`src/rtl/strobe_serializer.sv`:
```
`default_nettype none
// ============================================================================
// Module      : strobe_serializer
// Description : Transmit side of a strobe-captured serial bit link. Accepts a
//               parallel word on a valid/ready handshake and shifts it out
//               MSB-first on ser_data, with one ser_strb pulse per bit. The
//               receiving flop clocks on the rising edge of ser_strb. Data is
//               therefore held stable across every strobe rising edge.
// Revision    : 1.0 - initial release
// ----------------------------------------------------------------------------
// Parameters
//   WIDTH    bits per word (2..32)
//   DIV      clk cycles per strobe half-period, low and high (>= 1)
// Ports
//   clk      in   1      system clock, all logic on rising edge
//   reset    in   1      synchronous, active-high
//   in_valid in   1      word offered
//   in_data  in   WIDTH  word to send, sampled only on handshake
//   in_ready out  1      block can accept a word
//   ser_data out  1      serial data, MSB first
//   ser_strb out  1      strobe, receiver captures on rising edge
//   frame    out  1      high while a word is being shifted
//   done     out  1      one-cycle pulse after the last strobe high phase
// ============================================================================
module strobe_serializer #(
    parameter int WIDTH = 8,
    parameter int DIV   = 2
) (
    input  logic             clk,
    input  logic             reset,
    input  logic             in_valid,
    input  logic [WIDTH-1:0] in_data,
    output logic             in_ready,
    output logic             ser_data,
    output logic             ser_strb,
    output logic             frame,
    output logic             done
);

    localparam int PW = $clog2(DIV + 1);
    localparam int BW = $clog2(WIDTH);

    localparam logic [PW-1:0] c_PH_LAST  = PW'(DIV - 1);
    localparam logic [BW-1:0] c_BIT_LAST = BW'(WIDTH - 1);

    typedef enum logic [1:0] {
        S_IDLE  = 2'd0,
        S_SETUP = 2'd1,
        S_HIGH  = 2'd2
    } state_t;

    state_t           state_q;
    // Only the bits still to be sent are kept: the MSB goes straight to
    // ser_data_q on the handshake edge.
    logic [WIDTH-2:0] shreg_q;
    logic [BW-1:0]    bitcnt_q;
    logic [PW-1:0]    phase_q;

    logic             in_ready_q;
    logic             ser_data_q;
    logic             ser_strb_q;
    logic             frame_q;
    logic             done_q;

    assign in_ready = in_ready_q;
    assign ser_data = ser_data_q;
    assign ser_strb = ser_strb_q;
    assign frame    = frame_q;
    assign done     = done_q;

    always_ff @(posedge clk) begin
        if (reset) begin
            state_q    <= S_IDLE;
            shreg_q    <= '0;
            bitcnt_q   <= '0;
            phase_q    <= '0;
            in_ready_q <= 1'b1;
            ser_data_q <= 1'b0;
            ser_strb_q <= 1'b0;
            frame_q    <= 1'b0;
            done_q     <= 1'b0;
        end else begin
            done_q <= 1'b0;
            case (state_q)
                S_IDLE: begin
                    if (in_valid && in_ready_q) begin
                        shreg_q    <= in_data[WIDTH-2:0];
                        ser_data_q <= in_data[WIDTH-1];
                        bitcnt_q   <= '0;
                        phase_q    <= '0;
                        frame_q    <= 1'b1;
                        in_ready_q <= 1'b0;
                        state_q    <= S_SETUP;
                    end
                end

                S_SETUP: begin
                    // Data has been stable for DIV cycles when the strobe rises.
                    if (phase_q == c_PH_LAST) begin
                        phase_q    <= '0;
                        ser_strb_q <= 1'b1;
                        state_q    <= S_HIGH;
                    end else begin
                        phase_q <= phase_q + 1'b1;
                    end
                end

                S_HIGH: begin
                    if (phase_q == c_PH_LAST) begin
                        phase_q    <= '0;
                        ser_strb_q <= 1'b0;
                        if (bitcnt_q != c_BIT_LAST) begin
                            // Next bit appears on the same edge the strobe falls.
                            ser_data_q <= shreg_q[WIDTH-2];
                            shreg_q    <= shreg_q << 1;
                            bitcnt_q   <= bitcnt_q + 1'b1;
                            state_q    <= S_SETUP;
                        end else begin
                            ser_data_q <= 1'b0;
                            shreg_q    <= '0;
                            bitcnt_q   <= '0;
                            frame_q    <= 1'b0;
                            in_ready_q <= 1'b1;
                            done_q     <= 1'b1;
                            state_q    <= S_IDLE;
                        end
                    end else begin
                        phase_q <= phase_q + 1'b1;
                    end
                end

                default: begin
                    state_q    <= S_IDLE;
                    shreg_q    <= '0;
                    bitcnt_q   <= '0;
                    phase_q    <= '0;
                    in_ready_q <= 1'b1;
                    ser_data_q <= 1'b0;
                    ser_strb_q <= 1'b0;
                    frame_q    <= 1'b0;
                end
            endcase
        end
    end

endmodule
`default_nettype wire

```
`config.mk`:
```
export PLATFORM = sky130hd
export DESIGN_NAME = strobe_serializer
export DESIGN_NICKNAME = d
export VERILOG_FILES = /design/src/rtl/strobe_serializer.sv
export SDC_FILE = /design/constraint.sdc
export NUM_CORES = 1
export LEC_CHECK = 0
export BUFFER_PORTS_ARGS = -buffer_cell sky130_fd_sc_hd__buf_2
export CAP_MARGIN = 20
export CORE_ASPECT_RATIO = 0.8
export CORE_MARGIN = 3
export CORE_UTILIZATION = 50
export CTS_CLUSTER_DIAMETER = 120
export CTS_CLUSTER_SIZE = 20
export DETAILED_ROUTE_END_ITERATION = 16
export PLACE_DENSITY = 0.72
export SYNTH_ARGS = -nofsm -noshare
export SYNTH_HDL_FRONTEND = slang
export SYNTH_SLANG_ARGS = --single-unit
```
`constraint.sdc`:
```
create_clock -name clk -period 4.07 [get_ports clk]
set_input_delay 0.814 -clock clk [delete_from_list [all_inputs] [get_ports clk]]
set_output_delay 0.814 -clock clk [all_outputs]
set_load 0.03 [all_outputs]
```
# Word level (Yosys, flattened, before mapping)

Cells that the tools add are included.

Register bits after elaboration: 19
Logic and storage cells: 63

Add/sub/neg operators: 2
Eq/ne operators: 8
Mux-type cells: 32
Bitwise gates (word level): 4
Reduce and logical (&&, ||, !) cells: 8

Operators with widths:

| cell                | number |
|---|---|
| $mux 7              | 3 |
| $pmux 7 s3          | 1 |
| $mux 1              | 13 |
| $pmux 1 s3          | 4 |
| $mux 2              | 5 |
| $mux 3              | 3 |
| $pmux 3 s3          | 1 |
| $reduce_and 3->1    | 3 |
| $ne 2x2->1 const B  | 4 |
| $pmux 2 s3          | 1 |
| $eq 2x1->1 const B  | 2 |
| $not 1->1           | 4 |
| $pmux 2 s2          | 1 |
| $reduce_and 4->1    | 1 |
| $add 3x1->3 const B | 1 |
| $ne 3x3->1 const B  | 1 |
| $reduce_or 3->1     | 1 |
| $add 2x1->2 const B | 1 |
| $eq 2x2->1 const B  | 1 |
| $logic_not 2->1     | 1 |
| $reduce_or 2->1     | 1 |
| $logic_and 1x1->1   | 1 |

# Logic depth before layout (Yosys ltp)

Gate-level depths: netlist (run 1).

Depth after elaboration: 4
Gate-level depth with buffers: 8

# Least setup slack after synthesis (run 1)

No wires, ideal clock.

Path kind: in2reg
Start point: input port in_valid
End point: register bitcnt_q[0]
Arrival time: 1533 ps
Required time: 3935 ps
Setup slack: 2402 ps
Stages: 5
Path buffers: 1
Cell sequence: a21boi_2 a211oi_4 buf_6 mux2i_1 nor2_1

Longest elaborated chain between the ends: 3

RTL lines:

| item                       | RTL line | RTL |
|---|---|---|
| from (decl)                | 31       | `input logic in_valid,` |
| $logic_and 1x1->1          | 86       | `if (in_valid && in_ready_q) begin` |
| $ne 2x2->1 (no line)       | --       |  |
| $reduce_and 3->1 (no line) | --       |  |
| to (signal assigned)       | 116      | `bitcnt_q <= bitcnt_q + 1'b1;` |
| to (decl)                  | 56       | `logic [BW-1:0] bitcnt_q;` |

No other way between the ends.
A chain may end at the register's enable or synchronous reset.

# Worst setup path after layout (run 1)

Start point: register state_q[0]
End point: register bitcnt_q[0]

Longest elaborated chain between the ends: 3
Elaborated cells between the ends (all ways): 8
Classes of those cells: 4 x eq/ne; 1 x mux; 1 x bitwise; 2 x reduce/logical

RTL lines:

| item                                                     | RTL line | RTL |
|---|---|---|
| from (decl)                                              | 52       | `state_t state_q;` |
| from (signal assigned)                                   | 73       | `state_q <= S_IDLE;` |
| from (signal assigned)                                   | 93       | `state_q <= S_SETUP;` |
| from (signal assigned)                                   | 102      | `state_q <= S_HIGH;` |
| $eq 2x2->1, or another cell as far along                 | 84       | `case (state_q)` |
| $ne 2x2->1 (no line) / $not 1->1 (equally long branches) | --       |  |
| $reduce_and 3->1 (no line)                               | --       |  |

Several ways; a longest one is shown, not always the timed one.

==> results of run 1 <==
[kinds of logic after synthesis]
family	after synthesis	share of synthesized area, %
AOI/OAI and AO/OA	31	27.76
adders and majority gates	7	8.794
buffers and inverters	12	7.789
DFF	19	38.19
muxes	1	1.005
and+or+nand+nor	30	16.46
[worst max path at each step]
stage                     cells after the start  slack (ns)           to
after floorplan                               5        2.40  bitcnt_q[0]
after CTS                                     6        1.69  bitcnt_q[0]
after detailed placement                      6        1.73   shreg_q[5]
after global routing                          6        1.49   shreg_q[5]
final                                         6        1.66  bitcnt_q[0]
after global placement                        6        1.79  bitcnt_q[0]
[final cells by class]
class | instances | area (µm²)
fillers | 154 | 690.7
flip-flops and latches | 19 | 380.4
multi-input cells | 69 | 538.0
inverters | 5 | 18.77
clock buffers | 4 | 26.28
well taps | 22 | 27.53
repair buffers | 15 | 75.07
[state kept, by name (all words and copies together) (netlist names)]
name      flops
done          1
bitcnt_q      3
frame         1
ser_strb      1
ser_data      1
shreg_q       7
phase_q       2
state_q       2
in_ready      1
[placed cells by master, fill, tap and decap left out, drive strengths merged, types with 2 or more instances in the layout]
master  count
nor3        3
ha          7
inv         5
nor2        9
a22oi       6
nor3b       2
dfxtp      19
clkbuf      4
buf        15
a21oi       9
nand2       6
nor2b       2
nand2b      4
a211oi     10
nand3       3
[stage by stage]
| step | power, W | cell area, µm² | setup slack (ns) | util [%] |
|---|---|---|---|---|
| after floorplan | 0.0006239 | 996.0 | 2.402 | - |
| after global placement | 0.0006511 | 1040 | 1.788 | 59.19 |
| after detailed placement | 0.0006565 | 1040 | 1.732 | 59.19 |
| after CTS | 0.0007539 | 1066 | 1.692 | 60.68 |
| after global routing | 0.0008050 | 1066 | 1.486 | 60.68 |
| final | 0.0007519 | 1066 | 1.658 | 60.68 |
[where the power goes]
part	internal (W)	switching, W
Combinational	0.000148	0.000239
Sequential	0.000238	0.0000332
Clock	0.0000381	0.0000558
[layer usage]
layer	vias up	part of all wire, %
met1	341	50
met3	2	4.6
met2	12	45
met5	-	0
met4	0	0.73
li1	378	-
==> results.sh, run 1 <==
export IMPL_worst_slew_pin_slew_ns=0.9993
export IMPL_rrSetupSlack_ns=1.66
export IMPL_synth_edff_count=0
export IMPL_max_slew_margin_pct=33.17
export IMPL_root_buffer="clkbuf_4"
export IMPL_synthTopCellsByCount="19 x dfxtp_1, 9 x nor2_1, 8 x a211oi_2"
export IMPL_synth_async_sr_flop_share_pct=0
export IMPL_cts_tree="done"
export IMPL_grt_total_usage_pct=15.26
export IMPL_use_met3_pct=6.232
export IMPL_critPathBufInv=1
export IMPL_p_leak_nw=0.4321
export IMPL_outcome="finished, final reports clean"
export IMPL_wirelength_um=1770
export IMPL_fin_cells=134
export IMPL_startpoint_type="register"
export IMPL_power_density_nw_per_um2=705.3
export IMPL_crit_slowest_cell="a211oi_4"
export IMPL_core_area_um2=1757
export IMPL_cp_startpoint="state_q[0]"
export IMPL_period_share_pct=59.27
export IMPL_hold_start="phase_q[1]"
export IMPL_die_area_um2=2567
export IMPL_drtIter0Drc=17
export IMPL_setup_viol=0
export IMPL_synthTopCellsByArea="dfxtp_1 38%, a211oi_2 10%, ha_1 8.8%"
export IMPL_synth_most_common_cell="dfxtp_1"
export IMPL_drive_above_1_share_pct=30.36
export IMPL_clock_skew_ns=0.001147
export IMPL_finalSetupTns_ns=0
export IMPL_worstHoldPathType="reg -> reg"
export IMPL_port_buffers=15
export IMPL_synth_area_um2=996.0
export IMPL_grt_overflow=0
export IMPL_worst_endpoint_required_ns=4.25
export IMPL_post_cts_setup_buffers=0
export IMPL_critPathTopFamily="compound AO/OA/AOI/OAI gates"
export IMPL_first_pass_iters=4
export IMPL_rows=13
export IMPL_fmax_mhz=414.6
export IMPL_numCtsBuffers=3
export IMPL_cts_sinks=19
export IMPL_dp_hpwl_um=1233
export IMPL_busiest_layer="met2"
export IMPL_rsz0062_at_grt="false"
export IMPL_syn2layout_area_growth_pct=7.035
export IMPL_holdBufCountCts=0
export IMPL_die_height_um=45.92
export IMPL_ys_flop_type="dfxtp_1"
export IMPL_grt_start_max_net_pins=23
export IMPL_fin_nets=131
export IMPL_cp_max_fo=22
export IMPL_critPathArrivalTime_ns=2.59
export IMPL_yosysWarnings=0
export IMPL_synth_area_per_cell_um2=9.960
export IMPL_grt_util_met2_pct=25.47
export IMPL_wl_per_cell_um=13.21
export IMPL_critPathCaptureType="register"
export IMPL_io_pins=16
export IMPL_grt_pass1_vias=667
export IMPL_netlist_instances=100
export IMPL_synthesis_nets=118
export IMPL_clock_path_buffers=2
export IMPL_finalCriticalPeriod_ns=2.412
export IMPL_clk_pin_slew_ns=0.10
export IMPL_yosys_register_bits=19
export IMPL_dp_cells=130
export IMPL_vias=733
export IMPL_yosysTopAreaCellShare_pct=38.19
export IMPL_timing_rr_start="state_q[0]"
export IMPL_cts_resized=0
export IMPL_worstSkewPairLatency_ns=0.29
export IMPL_die_w_um=55.90
export IMPL_start_util_pct=56.70
export IMPL_drc=0
export IMPL_r2r_end="bitcnt_q[0]"
export IMPL_min_to="phase_q[1]"
export IMPL_grtUsageMet1_pct=18.54
export IMPL_r2r_cells=6
export IMPL_crit_chain="inv_1 -> ha_1 -> a21boi_2 -> a211oi_4 -> mux2i_1 -> nor2_1"
export IMPL_yosysUniqueCellTypes=29
export IMPL_vias_per_cell=5.470
export IMPL_antenna_found_initial=0
export IMPL_yosysTopAreaCell="dfxtp_1"
export IMPL_hold_slack_ns=0.4820
export IMPL_n_antenna_cell=0
export IMPL_holdPathStages=1
export IMPL_hold_viol_final=0
export IMPL_drv_slew=0
export IMPL_gp_congestion=0.7236
export IMPL_ir_drop_v=0.0005101
export IMPL_grt_pass1_wl_um=2932
export IMPL_maxCapViolations=0
export IMPL_drtAntennaViolNets=0
export IMPL_max_stage_delay_ns=0.83
export IMPL_htreeDepth=1
export IMPL_worstSetupPathType="reg -> reg"
export IMPL_synth_seq_area_share_pct=38.19
Note: power is estimated with default switching activity, not from simulation.
==> run 2, diff against run 1 <==
--- a/config.mk
+++ b/config.mk
@@ -9,11 +9,11 @@
 export CAP_MARGIN = 20
 export CORE_ASPECT_RATIO = 0.8
 export CORE_MARGIN = 3
-export CORE_UTILIZATION = 50
+export CORE_UTILIZATION = 49
 export CTS_CLUSTER_DIAMETER = 120
 export CTS_CLUSTER_SIZE = 20
 export DETAILED_ROUTE_END_ITERATION = 16
-export PLACE_DENSITY = 0.72
+export PLACE_DENSITY = 0.73
 export SYNTH_ARGS = -nofsm -noshare
 export SYNTH_HDL_FRONTEND = slang
 export SYNTH_SLANG_ARGS = --single-unit
==> constraint.sdc (replaced) <==
create_clock -name clk -period 2.1 [get_ports clk]
set_input_delay 0.42 -clock clk [delete_from_list [all_inputs] [get_ports clk]]
set_output_delay 0.42 -clock clk [all_outputs]
set_load 0.03 [all_outputs]
==> run 2 against run 1 <==
Final cell count increased by 2.2%. Non-clock buffer count increased by 3. Die area increased by 1.8%. Sequential share of layout area decreased by 0.74 points. Largest cell class unchanged. Critical path type unchanged.
==> results.sh, run 2 (same netlist as run 1, synthesis figures left out) <==
export IMPL_dpl_cell_area_um2=1062
export IMPL_wl_per_cell_um=12.36
export IMPL_worst_endpoint_required_ns=2.28
export IMPL_power_density_nw_per_um2=1360
export IMPL_largest_reg_flops=7
export IMPL_p_leak_nw=0.4468
export IMPL_max_slew_margin_pct=68.12
export IMPL_critPathCaptureType="register"
export IMPL_holdBufCountCts=0
export IMPL_start_util_pct=56.18
export IMPL_final_area_um2=1089
export IMPL_drtIter0Drc=17
export IMPL_fmax_mhz=577.9
export IMPL_post_cts_setup_buffers=0
export IMPL_drc=0
export IMPL_cp_max_fo=22
export IMPL_first_pass_iters=4
export IMPL_cts_sinks=19
export IMPL_hold_viol_final=0
export IMPL_setup_viol=0
export IMPL_core_area_um2=1773
export IMPL_startpoint_type="register"
export IMPL_dp_slack_ns=0.3784
export IMPL_worst_slew_pin_slew_ns=0.4732
export IMPL_finalCriticalPeriod_ns=1.730
export IMPL_die_w_um=56.41
export IMPL_finalSetupTns_ns=0
export IMPL_drtAntennaViolNets=0
export IMPL_critPathArrivalTime_ns=1.91
export IMPL_antenna_found_initial=0
export IMPL_fin_nets=134
export IMPL_drive_above_1_share_pct=32.17
export IMPL_clk_pin_slew_ns=0.10
export IMPL_worstSkewPairLatency_ns=0.29
export IMPL_gp_congestion=0.7210
export IMPL_top_regs="shreg_q x7, bitcnt_q x3"
export IMPL_report_power_total_w=0.001480
export IMPL_cts_resized=0
export IMPL_maxCapViolations=0
export IMPL_clock_skew_ns=0.0008156
export IMPL_fill_cells=154
export IMPL_worstHoldPathType="in -> reg"
export IMPL_cts_tree="done"
export IMPL_period_share_pct=82.40
export IMPL_outcome="finished, final reports clean"
export IMPL_grt_overflow=0
export IMPL_layout_commonest_cell="dfxtp_1"
export IMPL_io_pins=16
export IMPL_syn2layout_area_growth_pct=9.296
export IMPL_htreeDepth=1
export IMPL_vias=734
export IMPL_worstSetupPathType="reg -> reg"
export IMPL_drv_slew=0
export IMPL_dp_hpwl_um=1248
export IMPL_grt_pass1_wl_um=3036
export IMPL_setup_slack_ns=0.3696
export IMPL_vias_per_cell=5.358
export IMPL_clock_path_buffers=2
export IMPL_port_buffers=15
export IMPL_die_height_um=46.33
export IMPL_final_cell_mix="19 x dfxtp_1, 15 x buf_2, 9 x nor2_1"
export IMPL_numCtsBuffers=3
export IMPL_grt_pass1_vias=700
export IMPL_grt_start_max_net_pins=23
export IMPL_n_antenna_cell=0
export IMPL_grt_total_usage_pct=15.09
export IMPL_wirelength_um=1693
export IMPL_ir_drop_v=0.0007425
export IMPL_root_buffer="clkbuf_4"
export IMPL_rsz0062_at_grt="false"
export IMPL_rows=13
export IMPL_die_area_um2=2613
export IMPL_top_register="shreg_q"
## run 2: cell types whose count changed in the layout (fill, tap and decap cells not counted)
cell,delta
buf_4,+3
## run 2: path summary, 6_finish.rpt
kind	start	slack, ns	cells after the start	endpoint
setup reg to reg	state_q[0]	0.37	7	bitcnt_q[0]
hold / removal	in_data[0]	0.38	3	shreg_q[0]
setup / recovery	state_q[0]	0.37	7	bitcnt_q[0]
hold reg to reg	phase_q[1]	0.48	1	phase_q[1]
## run 2: metal layers
layer,track usage [%],wire [µm],vias up
met1,17.39,793,338
met5,0,0,-
li1,-,-,383
met3,7.283,106,0
met4,2.844,0,0
met2,26.11,794,13
## run 2: through the flow
step           utilization (%)  hold slack, ns  instances
6_report                 61.40          0.3788        137
3_3_place_gp             59.92          0.4627        133
4_1_cts                  61.40          0.3686        137
5_1_grt                  61.40          0.3660        137
2_1_floorplan                -          0.4547        100
3_5_place_dp             59.92          0.4667        133
## run 2: layout make-up
type,count,area (µm²),share of cell area (%)
Inverter,5,18.77,1.724
Sequential cell,19,380.4,34.94
Tap cell,22,27.53,2.529
Timing Repair Buffer,18,97.59,8.966
Clock buffer,4,26.28,2.414
Multi-Input combinational cell,69,538.0,49.43
## run 2: worst max-delay path: stages (launching register included)
cell and delay, ns:
dfxtp_1 0.38, inv_1 0.09, ha_1 0.20, a21boi_2 0.18, a211oi_4 0.20, buf_4 0.30, mux2i_1 0.21, nor2_1 0.05
## run 2: power breakdown
part | internal [W] | leakage [nW] | total (W) | switching (W)
Combinational | 0.000311 | 0.276 | 0.000772 | 0.000461
Clock | 0.0000739 | 0.0150 | 0.000183 | 0.000109
Sequential | 0.000461 | 0.156 | 0.000525 | 0.0000642
